`src/rtl/morse_keyer.sv`:
```
// Morse character sequencer.
// Accepts one dot/dash pattern per valid/ready handshake and realigns the
// external frequency divider at the start of each character. It then keys
// the transmitter in whole Morse units: dot 1, dash 3, element gap 1,
// character gap 3, word space 7. A unit is one rising edge of TICK_IN.
module morse_keyer #(
  parameter int MAX_LEN = 5,  // maximum elements per character
  parameter int LEN_W   = 3,  // width of LEN, must hold MAX_LEN
  parameter int CNT_W   = 3   // unit counter width, must hold 7
) (
  input  logic               CLK,
  input  logic               RST,
  input  logic               TICK_IN,
  input  logic               VALID,
  output logic               READY,
  input  logic [MAX_LEN-1:0] PATTERN,
  input  logic [LEN_W-1:0]   LEN,
  output logic               DIV_RST,
  output logic               KEY,
  output logic               BUSY,
  output logic               DONE
);

  typedef enum logic [2:0] {
    IDLE,
    ALIGN,
    MARK,
    GAP,
    CHAR_GAP,
    WORD_GAP
  } state_t;

  localparam logic [LEN_W-1:0] LEN_MAX = LEN_W'(MAX_LEN);
  localparam logic [CNT_W-1:0] CNT_ONE = CNT_W'(1);

  state_t               state_q, state_d;
  logic                 tick_q, tick_d;
  logic [CNT_W-1:0]     cnt_q, cnt_d;
  logic [LEN_W-1:0]     idx_q, idx_d;
  logic [MAX_LEN-1:0]   pat_q, pat_d;
  logic [LEN_W-1:0]     len_q, len_d;
  logic                 key_q, key_d;
  logic                 div_rst_q, div_rst_d;
  logic                 busy_q, busy_d;
  logic                 ready_q, ready_d;
  logic                 done_q, done_d;

  logic                 unit;
  logic                 last_unit;
  logic                 more_elems;
  logic [CNT_W-1:0]     target;
  logic [LEN_W:0]       idx_next_w;

  // Next-state, counters and registered-output decode.
  always_comb begin
    // NOTE: every signal written here gets a default first, so no path can
    // leave one unassigned and infer a latch.
    state_d    = state_q;
    cnt_d      = cnt_q;
    idx_d      = idx_q;
    pat_d      = pat_q;
    len_d      = len_q;
    tick_d     = TICK_IN;
    target     = CNT_ONE;

    // Single-cycle unit strobe from the divider's rising edge.
    unit       = TICK_IN & ~tick_q;

    idx_next_w = {1'b0, idx_q} + (LEN_W + 1)'(1);
    more_elems = idx_next_w < {1'b0, len_q};

    // Units required in the current state.
    case (state_q)
      MARK:     target = pat_q[idx_q] ? CNT_W'(3) : CNT_W'(1);
      GAP:      target = CNT_W'(1);
      CHAR_GAP: target = CNT_W'(3);
      WORD_GAP: target = CNT_W'(7);
      default:  target = CNT_ONE;
    endcase

    last_unit = unit && ((cnt_q + CNT_ONE) == target);

    case (state_q)
      IDLE: begin
        if (VALID) begin
          pat_d   = PATTERN;
          len_d   = (LEN > LEN_MAX) ? LEN_MAX : LEN;
          idx_d   = '0;
          cnt_d   = '0;
          state_d = ALIGN;
        end
      end
      ALIGN: begin
        // The divider restarts this cycle; a unit seen now belongs to no one.
        cnt_d   = '0;
        state_d = (len_q == '0) ? WORD_GAP : MARK;
      end
      MARK, GAP, CHAR_GAP, WORD_GAP: begin
        if (last_unit) begin
          cnt_d = '0;
          case (state_q)
            MARK:    state_d = more_elems ? GAP : CHAR_GAP;
            GAP: begin
              idx_d   = idx_q + LEN_W'(1);
              state_d = MARK;
            end
            default: state_d = IDLE;
          endcase
        end else if (unit) begin
          cnt_d = cnt_q + CNT_ONE;
        end
      end
      default: state_d = IDLE;
    endcase

    // Outputs are registered from the state being entered, so they line up
    // with the state register cycle for cycle.
    key_d     = (state_d == MARK);
    div_rst_d = (state_d == ALIGN);
    busy_d    = (state_d != IDLE);
    ready_d   = (state_d == IDLE);
    done_d    = ((state_q == CHAR_GAP) || (state_q == WORD_GAP)) &&
                (state_d == IDLE);
  end

  // State, datapath and output registers; reset abandons any character.
  always_ff @(posedge CLK or posedge RST) begin
    if (RST) begin
      state_q   <= IDLE;
      tick_q    <= 1'b0;
      cnt_q     <= '0;
      idx_q     <= '0;
      pat_q     <= '0;
      len_q     <= '0;
      key_q     <= 1'b0;
      div_rst_q <= 1'b0;
      busy_q    <= 1'b0;
      ready_q   <= 1'b1;
      done_q    <= 1'b0;
    end else begin
      // NOTE: non-blocking assignments so every flop samples the values from
      // before this edge, independent of statement order.
      state_q   <= state_d;
      tick_q    <= tick_d;
      cnt_q     <= cnt_d;
      idx_q     <= idx_d;
      pat_q     <= pat_d;
      len_q     <= len_d;
      key_q     <= key_d;
      div_rst_q <= div_rst_d;
      busy_q    <= busy_d;
      ready_q   <= ready_d;
      done_q    <= done_d;
    end
  end

  assign READY   = ready_q;
  assign DIV_RST = div_rst_q;
  assign KEY     = key_q;
  assign BUSY    = busy_q;
  assign DONE    = done_q;

endmodule

```
`config.mk`:
```
export PLATFORM = sky130hd
export DESIGN_NAME = morse_keyer
export DESIGN_NICKNAME = d
export VERILOG_FILES = /design/src/rtl/morse_keyer.sv
export SDC_FILE = /design/constraint.sdc
export NUM_CORES = 1
export LEC_CHECK = 0
export CAP_MARGIN = 20
export CORE_MARGIN = 1.5
export CORE_UTILIZATION = 35
export CTS_BUF_LIST = sky130_fd_sc_hd__clkbuf_4 sky130_fd_sc_hd__clkbuf_8
export DETAILED_ROUTE_END_ITERATION = 8
export PLACE_DENSITY = 0.55
export SETUP_SLACK_MARGIN = 0.1
export SLEW_MARGIN = 30
export SYNTH_ARGS = -nofsm -noshare
export SYNTH_HDL_FRONTEND = slang
export SYNTH_SLANG_ARGS = --single-unit
```
`constraint.sdc`:
```
create_clock -name CLK -period 2.7 [get_ports CLK]
set_clock_uncertainty 0.05 [all_clocks]
set_input_delay 0.405 -clock CLK [delete_from_list [all_inputs] [get_ports CLK]]
set_output_delay 0.405 -clock CLK [all_outputs]
set_load 0.05 [all_outputs]
```
==> results of run 1 <==
routing by layer:
metal,GRT usage (%),up-vias,wire length (um)
li1,-,485,-
met1,18.4,448,1190
met2,23.7,22,1210
met3,2.68,8,75
met4,6.79,0,68
met5,0,-,0
what timing repair did:
action,in CTS,in global routing
gates resized for setup,0,3
buffers inserted,0,1
endpoints found under the setup margin,0,6
sequential cells by signal (all words and copies together) (netlist names), 3 cells and up:
signal   count
pat_q        5
cnt_q        3
idx_q        3
len_q        3
state_q      3
stage by stage:
stage	worst slack (ns)	hold slack [ns]	instance area, um^2
after floorplan	0.447	0.356	1290
after detailed placement	0.125	0.417	1510
after global routing	0.0935	0.472	1580
final	0.265	0.427	1580
after CTS	0.111	0.437	1550
after global placement	0.189	0.412	1510
synth_stat cells (2+ instances only):
cell type and instances:
nor3b_1 2, a311oi_1 2, o21ai_1 3, nor4b_1 2
dfrtp_1 22, o41ai_2 2, nand2b_1 2, inv_1 8
nor2_1 5, clkbuf_1 2, o21ai_0 2, a21oi_1 4
mux2i_1 3, nand3_1 3, xnor2_1 4, a211oi_1 2
nand3b_1 2, ha_1 4, nor3_1 2, nor4_1 2
nand2_1 22
worst reg2reg max path, delay by kind of cell (launching register included):
family	cells	cell delay (ns)
xor+xnor	1	0.16
buf+inv	1	0.17
fa+ha+maj	2	0.56
compound gates	4	0.47
flops	1	0.47
simple gates	2	0.44
cell families (layout without fill, tap and decap cells):
family | count (synthesis) | in the layout
simple gates | 53 | 53
xor+xnor | 5 | 5
compound gates | 23 | 23
mux | 4 | 4
fa+ha+maj | 4 | 4
flops | 23 | 23
buf+inv | 14 | 34
worst min path at each step:
stage	start	endpoint	slack [ns]	cells past startpoint
after floorplan	RST	BUSY$_DFF_PP0_	0.36	1
after global placement	pat_q[2]$_DFFE_PP0P_	pat_q[2]$_DFFE_PP0P_	0.41	2
after detailed placement	pat_q[1]$_DFFE_PP0P_	pat_q[1]$_DFFE_PP0P_	0.42	2
after CTS	pat_q[1]$_DFFE_PP0P_	pat_q[1]$_DFFE_PP0P_	0.44	2
after global routing	pat_q[1]$_DFFE_PP0P_	pat_q[1]$_DFFE_PP0P_	0.47	2
final	pat_q[1]$_DFFE_PP0P_	pat_q[1]$_DFFE_PP0P_	0.43	2
final cells by class:
type | instances | share of cell area (%)
clock buffer | 3 | 2.62
clock inverter | 1 | 0.317
inverter | 9 | 2.14
multi-input combinational | 89 | 42.1
sequential | 23 | 36.6
tap | 46 | 3.65
timing repair buffer | 21 | 12.5
report_power, final:
part	internal [mW]	leakage (nW)	switching [mW]	total, mW
Sequential	0.474	0.273	0.0945	0.569
Clock	0.103	0.0255	0.109	0.212
Combinational	0.401	0.371	0.527	0.928
Total	0.978	0.670	0.730	1.71
==> impl_results.md, run 1 <==
* Status: finished clean
* Clock insertion delay at the later pin of the skew report at 0.26 ns
* Die width at 63.7 um
* GPL Wtd Cong at 0.743
* Hold Path Class: reg -> reg
* Finish-stage setup viols at 0
* Diode count at 0
* Period utilization at 90.2%
* Mean post-synth cell area at 10.2 um^2
* Synth warnings at 0
* Nets at 163
* Crit path time final at 2.44 ns
* RSZ-0062 raised after global routing: false
* Dominant cells by area after synthesis: dfrtp_1 (43%), nand2_1 (6.4%), ha_1 (3.9%)
* #FFs+latches synth at 23
* Slowest cell on the critical path: dfrtp_1
* Kind of critical path: reg -> reg
* Leading cell type in the layout, fill and taps excluded: nand2_1
* Die height at 63.7 um
* I/O Pins at 17
* Mux contribution to synthesized area at 4.08%
* Final hold vios at 0
* CTS clock-pin slew for the worst setup and hold paths at 0.08 ns
* Fmax at 411 MHz
* CP dominant cell by count: ha_1
* Simple-gate area share of the yosys netlist at 23.7%
* Core Rows at 21
* Cell Pwr Density at 1080 nW/um^2
* H-tree depth at 1
* Clock Tree Buf Depth at 2
* Worst Setup EP: BUSY$_DFF_PP0_
* Reg2reg end: BUSY$_DFF_PP0_
* Util after Layout at 45.8%
* Clock sink count at 23
* Reg area at 578 um^2
* Syn nets at about 140
* Initial DRT Pass Iterations at 4
* Critical R2R Launch: idx_q[0]$_DFFE_PP0P_
* CP Capture Type: flip-flop
* Mapped Area at 1290 um^2
* Final setup TNS at 0 ns
* Largest net degree at the start of global routing at 24
* P&R area growth vs syn at 22.4%
* Final Slew Violations at 0
* Via Count at 963
* Post-synth top flop: dfrtp_1
* Post-CTS Hold Buffers at 0
* LEAKAGE at between 0.6 and 0.7 nW
* Non-Filler Instances at 192
* Iter 0 DRT Violations at 27
* Critical Path Source Type: flip-flop
* Worst-margin pin slew at 0.812 ns
* DRT antenna net count at 0
* Remaining DRCs at 0
* Critical path arrival at 2.53 ns
* Xor-xnor portion of the synthesized cell area at 3.40%
* Routed WL at 2550 um
* Compound-cell area share of the yosys netlist at 15.1%
* Critical path startpoint: idx_q[0]$_DFFE_PP0P_
* Synthesized instance count at approximately 130
* Seq/Total Area, Yosys at 44.8%
* CTS tree: done
* Adder-Cell Fraction of Synth Area at about 3.9%
* FF-to-FF path depth at 10
* HPWL after DPL at 1940 um
* First-pass GRT wire length at 4480 um
* Vias in the first global route at 972
* Core ar. at 3440 um^2
* Post-synth EDFFs at 0
* Peak supply drop at 0.442 mV
* Worst R2R Setup Slack at approximately 0.26 ns
* Multi-input gate area at about 660 um^2
* Asr flop ratio synth at between 90% and 100%
* Top delay family on crit path: adder cells
* Initial antenna violation count at 0
* Fill cells at about 320
* Share of cells above drive strength 1 at 17.1%
* Inst Count DP at 187
* Total chip power at 1.71 mW
* Worst path bufs/invs at 1
* Synth unique cells at 47
* TritonCTS Buffers at 3
* Clock root buffer: clkbuf_8
* Vias per Instance at 5.02
* WP data required at 2.80 ns
* GRT Total Usage at 14.5%
* Total congestion overflow at 0
* Crit-path cells: ha_1 -> xor2_1 -> ha_1 -> o21ai_0 -> a31oi_1 -> a311oi_2 -> buf_4 -> nor2_1 -> a211o_4 -> or3b_1
* Post-DR wirelength/cell at 13.3 um
* Crit path depth at 10
* Post-synth top area cell: dfrtp_1
* Max-cap viol count at 0
* Max_slew headroom at 45.5%
* Port bufs at 16
* Largest family of logic cells by synthesized area: simple AND/OR/NAND/NOR gates
* Synth top area share at between 40% and 50%
* CP peak stage delay at 0.47 ns
* Commonest cells after routing, fill and taps aside: nand2_1 (22), dfrtp_1 (21), clkdlybuf4s50_1 (16)
* Initial core utilization at 37.4%
* Die area at 4060 um^2
* CP max FO at 7
(Power assumes the default switching activity.)
==> run 2, diff against run 1 <==
--- a/config.mk
+++ b/config.mk
@@ -7,10 +7,10 @@
 export LEC_CHECK = 0
 export CAP_MARGIN = 20
 export CORE_MARGIN = 1.5
-export CORE_UTILIZATION = 35
+export CORE_UTILIZATION = 25
 export CTS_BUF_LIST = sky130_fd_sc_hd__clkbuf_4 sky130_fd_sc_hd__clkbuf_8
 export DETAILED_ROUTE_END_ITERATION = 8
-export PLACE_DENSITY = 0.55
+export PLACE_DENSITY = 0.42
 export SETUP_SLACK_MARGIN = 0.1
 export SLEW_MARGIN = 30
 export SYNTH_ARGS = -nofsm -noshare
==> impl_results.md, run 2 (synthesized netlist as in run 1, its figures left out) <==
* Total congestion overflow at 0
* Core ar. at slightly below 5000 um^2
* Hold Path Class: in -> async
* Nets at 163
* Internal power at 957 uW
* Commonest cells after routing, fill and taps aside: dfrtp_1 (22), nand2_1 (22), clkdlybuf4s50_1 (16)
* Multi-input gate area at 653 um^2
* Clock Tree Buf Depth at 2
* Sw Share at 42.6%
* Die height at around 75 um
* Via Count at 984
* Share of cells above drive strength 1 at 16.4%
* Max_slew headroom at 66.7%
* Kind of critical path: reg -> reg
* CTS clock-pin slew for the worst setup and hold paths at 0.09 ns
* WHS at 0.420 ns
* LEAKAGE at 0.667 nW
* Max reg flops at 5
* WP data required at 2.80 ns
* Final Slew Violations at 0
* Reg area at 577 um^2
* Port bufs at 16
* Slowest cell on the critical path: dfrtp_1
* CTS tree: done
* Critical R2R Launch: cnt_q[0]$_DFFE_PP0P_
* Critical path arrival at roughly 2.5 ns
* CP max FO at 8
* Critical Path Source Type: flip-flop
* Routed WL at 2760 um
* Largest net degree at the start of global routing at 24
* Fmax at between 400 and 500 MHz
* Final setup TNS at 0 ns
* Finish-stage setup viols at 0
* Vias per Instance at 4.62
* Diode count at 0
* Peak supply drop at 0.269 mV
* Worst-margin pin slew at 0.498 ns
* Status: finished clean
* CP Capture Type: flip-flop
* Final hold vios at 0
* Placed cell area at 1540 um^2
* Post-DR wirelength/cell at ~13 um
* H-tree depth at 1
* HPWL after DPL at 2030 um
* Design area at around 1600 um^2
* Non-Filler Instances at 213
* First-pass GRT wire length at 4850 um
* Sequential Power Share at 33.8%
* Core Rows at 25
* Initial DRT Pass Iterations at 4
* CP dominant cell by count: xnor2_1
* I/O Pins at 17
* Initial core utilization at 26.6%
* RSZ-0062 raised after global routing: false
* Period utilization at 87.6%
* Clock root buffer: clkbuf_8
* GPL Wtd Cong at 0.891
* Most flops, register: pat_q
* Inst Count DP at 209
* Fill cells at 503
* P&R area growth vs syn at 23.5%
* Die width at approximately 75 um
* Clock sink count at 23
* Critical path startpoint: cnt_q[0]$_DFFE_PP0P_
* Combinational power share at 53.1%
* Crit-path cells: ha_1 -> xnor2_1 -> xnor2_1 -> nand3_1 -> mux2i_4 -> a211o_4 -> or3b_1
* Initial antenna violation count at 0
* DRT antenna net count at 0
* Total chip power at about 1.7 mW
* Crit path time final at 2.37 ns
* Clock insertion delay at the later pin of the skew report at 0.27 ns
* Cell Pwr Density at 1050 nW/um^2
* CP peak stage delay at 0.42 ns
* TritonCTS Buffers at 3
* Die area at between 5000 and 6000 um^2
* GRT Total Usage at 11.4%
* Power share of the clock group at between 10% and 20%
* Iter 0 DRT Violations at between 40 and 50
* Max-cap viol count at 0
* Vias in the first global route at 1,045
* Psw at 711 uW
* Remaining DRCs at 0
-- run 2: cell count changes in the layout (fill, tap and decap cells not counted) --
cell      before  now
clkinv_1       1    0
dfrtp_1       21   22
dfrtp_2        1    0
inv_1          7    8
o41ai_2        1    2
o41ai_4        1    0
-- run 2: power groups by stage --
stage	logic, mW	clock network, mW	registers [mW]
floorplan	0.626	0	0.620
global route	0.993	0.243	0.583
finish	0.886	0.218	0.564
detailed placement	0.882	0	0.570
CTS	0.887	0.228	0.564
global placement	0.877	0	0.568
-- run 2: what timing repair did --
action	CTS	global route
setup endpoints to repair	0	3
gates resized for setup	0	1
buffers inserted	0	0
hold buffers	0	0
-- run 2: metal layers --
metal / part of all wire [%] / GRT usage [%]
met5: 0 / 0
met4: 0.43 / 2.63
met3: 4.2 / 3.61
met2: 49 / 18.7
met1: 46 / 14.7
-- run 2: layout make-up --
cell class,instances,share of cell area [%]
timing repair buffer,21,12.4
multi-input combinational,89,41.0
clock buffer,3,2.59
tap,67,5.27
clock inverter,1,0.314
sequential,23,36.2
inverter,9,2.12
-- run 2: final timing paths --
path	cells after the start	slack, ns	endpoint
worst max-delay path	7	0.33	BUSY$_DFF_PP0_
worst min-delay path	3	0.42	pat_q[1]$_DFFE_PP0P_
worst max register to register	7	0.33	BUSY$_DFF_PP0_
worst min register to register	2	0.43	pat_q[2]$_DFFE_PP0P_
max in group asynchronous	3	1.90	READY$_DFF_PP1_
min in group CLK	2	0.43	pat_q[2]$_DFFE_PP0P_
-- run 2: worst max-delay path, delay by kind of cell, from the launching register on --
family / cells / cell delay, ns
flops: 1 / 0.42
simple gates: 2 / 0.55
mux: 1 / 0.33
xor+xnor: 2 / 0.45
compound gates: 1 / 0.20
fa+ha+maj: 1 / 0.25
-- run 2: metrics by stage --
step	utilization, %	worst slack (ns)
2_1_floorplan	-	0.447
3_3_place_gp	31.7	0.260
3_5_place_dp	31.7	0.232
4_1_cts	32.7	0.220
5_1_grt	32.8	0.161
6_report	32.8	0.335
==> run 3, diff against run 2 <==
--- a/config.mk
+++ b/config.mk
@@ -10,7 +10,7 @@
 export CORE_UTILIZATION = 25
 export CTS_BUF_LIST = sky130_fd_sc_hd__clkbuf_4 sky130_fd_sc_hd__clkbuf_8
 export DETAILED_ROUTE_END_ITERATION = 8
-export PLACE_DENSITY = 0.42
+export PLACE_DENSITY = 0.44
 export SETUP_SLACK_MARGIN = 0.1
 export SLEW_MARGIN = 30
 export SYNTH_ARGS = -nofsm -noshare
==> constraint.sdc (replaced) <==
create_clock -name CLK -period 2.16 [get_ports CLK]
set_clock_uncertainty 0.05 [all_clocks]
set_input_delay 0.324 -clock CLK [delete_from_list [all_inputs] [get_ports CLK]]
set_output_delay 0.324 -clock CLK [all_outputs]
set_load 0.05 [all_outputs]
==> impl_results.md, run 3 (synthesized netlist as in run 1, its figures left out) <==
* Total congestion overflow at 0
* RSZ-0062 raised after global routing: true
* Leading cell type in the layout, fill and taps excluded: buf_4
* WP data required at 2.25 ns
* Fmax at 431 MHz
* CTS clock-pin slew for the worst setup and hold paths at 0.08 ns
* Max-cap viol count at 0
* Most flops, register: pat_q
* Vias per Instance at around 4.5
* Crit path depth at 7
* Crit-path cells: buf_6 -> mux2i_2 -> o22ai_2 -> a211oi_4 -> mux2i_4 -> a211o_4 -> or3b_1
* Final Slew Violations at 0
* GRT Total Usage at between 10% and 20%
* Die width at 74.8 um
* Final hold vios at 0
* Largest net degree at the start of global routing at 24
* Critical R2R Launch: idx_q[1]$_DFFE_PP0P_
* Nets at 189
* Slowest cell on the critical path: dfrtp_2
* Max_slew headroom at roughly 58%
* Clock root buffer: clkbuf_8
* Status: finished with violations
* Core ar. at 4850 um^2
* Initial core utilization at 26.6%
* FF-to-FF path depth at 7
* First-pass GRT wire length at 5170 um
* CP Capture Type: flip-flop
* P&R area growth vs syn at 45.0%
* Iter 0 DRT Violations at 50
* Critical path arrival at 2.41 ns
* I/O Pins at 17
* H-tree depth at 1
* Period utilization at 107%
* Violated checks: negative setup slack
* Top delay family on crit path: compound AO/OA/AOI/OAI gates
* Routed WL at 3070 um
* Share of cells above drive strength 1 at 34.3%
* Peak supply drop at 0.489 mV
* Die area at about 5600 um^2
* Worst-margin pin slew at 0.636 ns
* TritonCTS Buffers at 3
* Critical Path Source Type: flip-flop
* Core Rows at 25
* Total chip power at 2.44 mW
* Die height at roughly 75 um
* WHS at roughly 0.35 ns
* CTS tree: done
* DRT antenna net count at 0
* Cell Pwr Density at 1310 nW/um^2
* Worst R2R Setup Slack at -0.16 ns
* Post-DR wirelength/cell at about 13 um
* Port bufs at 16
* Clock insertion delay at the later pin of the skew report at ~0.26 ns
* Clock Tree Buf Depth at 2
* GPL Wtd Cong at 0.806
* HPWL after DPL at 2240 um
* Reg2reg end: BUSY$_DFF_PP0_
* Hold Path Class: in -> async
* CP max FO at 4
* Max reg flops at 5
* Worst path bufs/invs at 1
* Initial DRT Pass Iterations at 4
* LEAKAGE at 0.810 nW
* CP peak stage delay at 0.46 ns
* Commonest cells after routing, fill and taps aside: buf_4 (26), nand2_1 (22), dfrtp_1 (20)
* Diode count at 0
* Crit path time final at between 2 and 2.5 ns
* Vias in the first global route at 1,165
* Kind of critical path: reg -> reg
* Finish-stage setup viols at 8
* Remaining DRCs at 0
* Clock sink count at 23
* Final setup TNS at -0.505 ns
* Via Count at between 1,000 and 1,500
* Initial antenna violation count at 0
* Post-route setup slack at -0.158 ns
run 3: layout make-up:
class,instances,area [um^2]
clock buffer,4,48.8
tap,67,83.8
timing repair buffer,47,412
fill,481,2980
multi-input combinational,89,712
sequential,23,579
inverter,9,33.8
run 3: how the worst max path moves through the flow:
stage                          from              end
2_1_floorplan  idx_q[1]$_DFFE_PP0P_  READY$_DFF_PP1_
3_3_place_gp                TICK_IN   BUSY$_DFF_PP0_
3_5_place_dp                TICK_IN   BUSY$_DFF_PP0_
4_1_cts        idx_q[1]$_DFFE_PP0P_   BUSY$_DFF_PP0_
5_1_grt        idx_q[1]$_DFFE_PP0P_   BUSY$_DFF_PP0_
6_report       idx_q[1]$_DFFE_PP0P_   BUSY$_DFF_PP0_
run 3: through the flow:
stage / cells / setup slack (ns) / instance area, um^2 / utilization, %
6_report: 239 / -0.158 / 1870 / 38.6
5_1_grt: 239 / -0.269 / 1870 / 38.6
4_1_cts: 237 / -0.122 / 1820 / 37.6
3_5_place_dp: 228 / -0.161 / 1710 / 35.2
3_3_place_gp: 228 / -0.130 / 1710 / 35.2
2_1_floorplan: 126 / -0.0124 / 1310 / -
run 3: metal layers:
metal | vias to the layer above | global-route usage, % | part of all wire, %
met5 | - | 0 | 0
met2 | 19 | 22.0 | 52
met1 | 525 | 14.6 | 44
met3 | 4 | 2.41 | 2.9
met4 | 0 | 3.03 | 0.78
li1 | 538 | - | -
run 3: timing repair:
action,CTS,global route
resized for setup,6,7
pin swaps,6,6
setup endpoints to repair,13,13
buffers inserted,5,3
hold buffers,0,0
run 3: power by group:
| part | total, mW | switching (mW) | leakage [nW] | internal [mW] |
|---|---|---|---|---|
| Sequential | 0.685 | 0.0909 | 0.272 | 0.594 |
| Clock | 0.276 | 0.132 | 0.0262 | 0.144 |
| Combinational | 1.48 | 0.761 | 0.512 | 0.722 |
run 3: worst register-to-register path, stage by stage (launching register included):
cell and delay, ns:
dfrtp_2 0.46, buf_6 0.14, mux2i_2 0.19, o22ai_2 0.12
a211oi_4 0.32, mux2i_4 0.40, a211o_4 0.20, or3b_1 0.35
==> RTL change, RTL diff (settings of run 2) <==
Reset style: synchronous (`RST`), changed in one clocked block.
--- a/src/rtl/morse_keyer.sv
+++ b/src/rtl/morse_keyer.sv
@@ -124,7 +124,7 @@
   end
 
   // State, datapath and output registers; reset abandons any character.
-  always_ff @(posedge CLK or posedge RST) begin
+  always_ff @(posedge CLK) begin
     if (RST) begin
       state_q   <= IDLE;
       tick_q    <= 1'b0;
Check against the original RTL: differs if RST is asserted again (counterexample within 4 cycles, from zero or initial values and one cycle with RST high); with RST held inactive, the same outputs for 10 cycles.
==> RTL change against run 2 <==
- worst hold slack worse by 10 ps
- setup slack got worse by 63 ps
- maximum frequency decreased by 2.6%
- first-iteration DRC count rose by 100%
- wire length increased by 21%
- design area rose by 5.6%
- utilization shrank 0.13 points
- area after synthesis grew 4.0%
- critical path depth is 1 higher
- sequential cell count unchanged
Power is not compared: it rests on default switching activity, and its combinational part moved more than twofold at a synthesized area within 25%.
==> RTL change: results (changes against run 2) <==
Share of cells above drive strength 1: 12.0% (was 16.4%)
Placer Congestion: 0.820 (was 0.891)
Largest register FFs: 5 (unchanged)
Hpwl dp: 2.47 mm (was 2.03 mm)
Combinational power share: 39.6%
ANT cells: 0 (unchanged)
Hold Startpoint: pat_q[2]$_SDFFE_PP0P_
First-pass GRT wire length: 5.68 mm (was 4.85 mm)
H-Tree Depth: 1 (unchanged)
Pleak: 0.624 nW
FF-to-FF End: READY$_SDFF_PP1_ (was BUSY$_DFF_PP0_)
Max_slew headroom: 67.1% (was 66.7%)
Synth Net Count: 183 (was 142)
R2R Setup Slk: 270 ps (was 330 ps)
Worst vdd ir: 0.305 mV
Reg-to-reg startpoint: cnt_q[0]$_SDFFE_PP0P_ (was cnt_q[0]$_DFFE_PP0P_)
Worst-Skew Late Latency: 270 ps (about the same)
Hold crit path type: flop to flop (was primary input to async pin)
Initial DRC count: 86 (was 43)
Placed insts: 250 (was 209)
Critical path arrival: 2590 ps (was 2470 ps)
Synth cell count leaders: 23 x dfxtp_1, 21 x nand2_1, 15 x a21oi_1, 10 x inv_1, 9 x nor2_1 (was 22 x dfrtp_1, 22 x nand2_1, 8 x inv_1, 5 x nor2_1)
Initial DRT Pass Iterations: 4 (unchanged)
Cell count after synthesis: 163 (was 126)
Area contributors post-synth: dfxtp_1 34%, ha_1 7.5%, nand2_1 5.9% (was dfrtp_1 43%, nand2_1 6.4%, ha_1 3.9%)
R2R cell count: 8 (was 7)
Synth cell types: 43 (was 47)
Crit path max-delay family: compound AO/OA/AOI/OAI gates (was simple AND/OR/NAND/NOR gates)
Slowest-stage cell, CP: mux2i_1 (was dfrtp_1)
CTS Root Cell: clkbuf_8 (unchanged)
Routed WL: 3.34 mm (was 2.76 mm)
Buffer count from post-CTS setup fixing: 0 (unchanged)
Ys async rst share: 0% (was 100%)
Sw Pwr: 0.413 mW
Total GRT Usage: 11.9% (was 11.4%)
PortBufs: 16 (unchanged)
Largest net degree at the start of global routing: 23 (was 24)
Worst min-delay path endpoint: pat_q[2]$_SDFFE_PP0P_
Mean routed wirelength per cell: 13.1 um (was 13.0 um)
Number of global-route vias before repair: 1196 (was 1045)
Setup slack at placement: 121 ps (was 232 ps)
WHS: 410 ps (was 420 ps)
Int Pwr: 0.670 mW
Post-synthesis sequential area ratio: 34.4% (was 44.8%)
Crit Path Max Fanout: 4 (was 8)
Final net count: 205 (was 163)
Largest Register: pat_q (unchanged)
Max clock buf depth: 2 (unchanged)
Vias per inst: 4.83 (was 4.62)
Hold path depth: 2
Max stage delay on crit path: 360 ps (was 420 ps)
Placed instance area: 0.00162 mm^2 (was 0.00154 mm^2)
Status: finished clean (unchanged)
RTL change: cell count changes after synthesis, sizes merged, moves of 4 or more:
cell    delta
dfxtp     +23
dfrtp     -22
ha         +4
clkbuf     +5
a21oi     +11
RTL change: worst max path at each step:
stage	from	endpoint	slack (ps)
global route	cnt_q[0]$_SDFFE_PP0P_	DONE$_SDFF_PP0_	110
global placement	TICK_IN	DONE$_SDFF_PP0_	160
CTS	state_q[1]$_SDFF_PP0_	DONE$_SDFF_PP0_	140
finish	cnt_q[0]$_SDFFE_PP0P_	READY$_SDFF_PP1_	270
floorplan	cnt_q[0]$_SDFFE_PP0P_	DONE$_SDFF_PP0_	210
detailed placement	idx_q[0]$_SDFFE_PP0P_	READY$_SDFF_PP1_	120
RTL change: timing repair:
action                     CTS  global route
hold buffers                 0             0
setup endpoints to repair    1             7
gates resized for setup      1             5
RTL change: cells by family after synthesis:
| family | count (synthesis) | share of synthesized area (%) |
|---|---|---|
| and+or+nand+nor | 65 | 25.2 |
| buffers and inverters | 18 | 5.60 |
| DFF | 23 | 34.4 |
| AOI/OAI and AO/OA | 43 | 22.7 |
| muxes | 4 | 3.36 |
| adders and majority gates | 8 | 7.47 |
| xor gates and xnor gates | 2 | 1.31 |
RTL change: layout make-up:
class	instances	area [um^2]
Fill cell	582	3460
Inverter	10	37.5
Tap cell	70	87.6
Multi-Input combinational cell	122	816
Clock buffer	4	48.8
Sequential cell	23	463
Timing Repair Buffer	25	228
RTL change: per-layer routing:
layer / global-route usage [%] / wire [um] / vias up
met5: 0 / 0 / -
met4: 3.33 / 15 / 0
li1: - / - / 636
met2: 19.7 / 1510 / 16
met3: 1.92 / 79 / 2
met1: 15.8 / 1730 / 572
RTL change: worst min-delay path, cell delays in order (launching register included):
cell and delay (ps):
dfxtp_1 320, nand2_1 50, a21oi_1 50
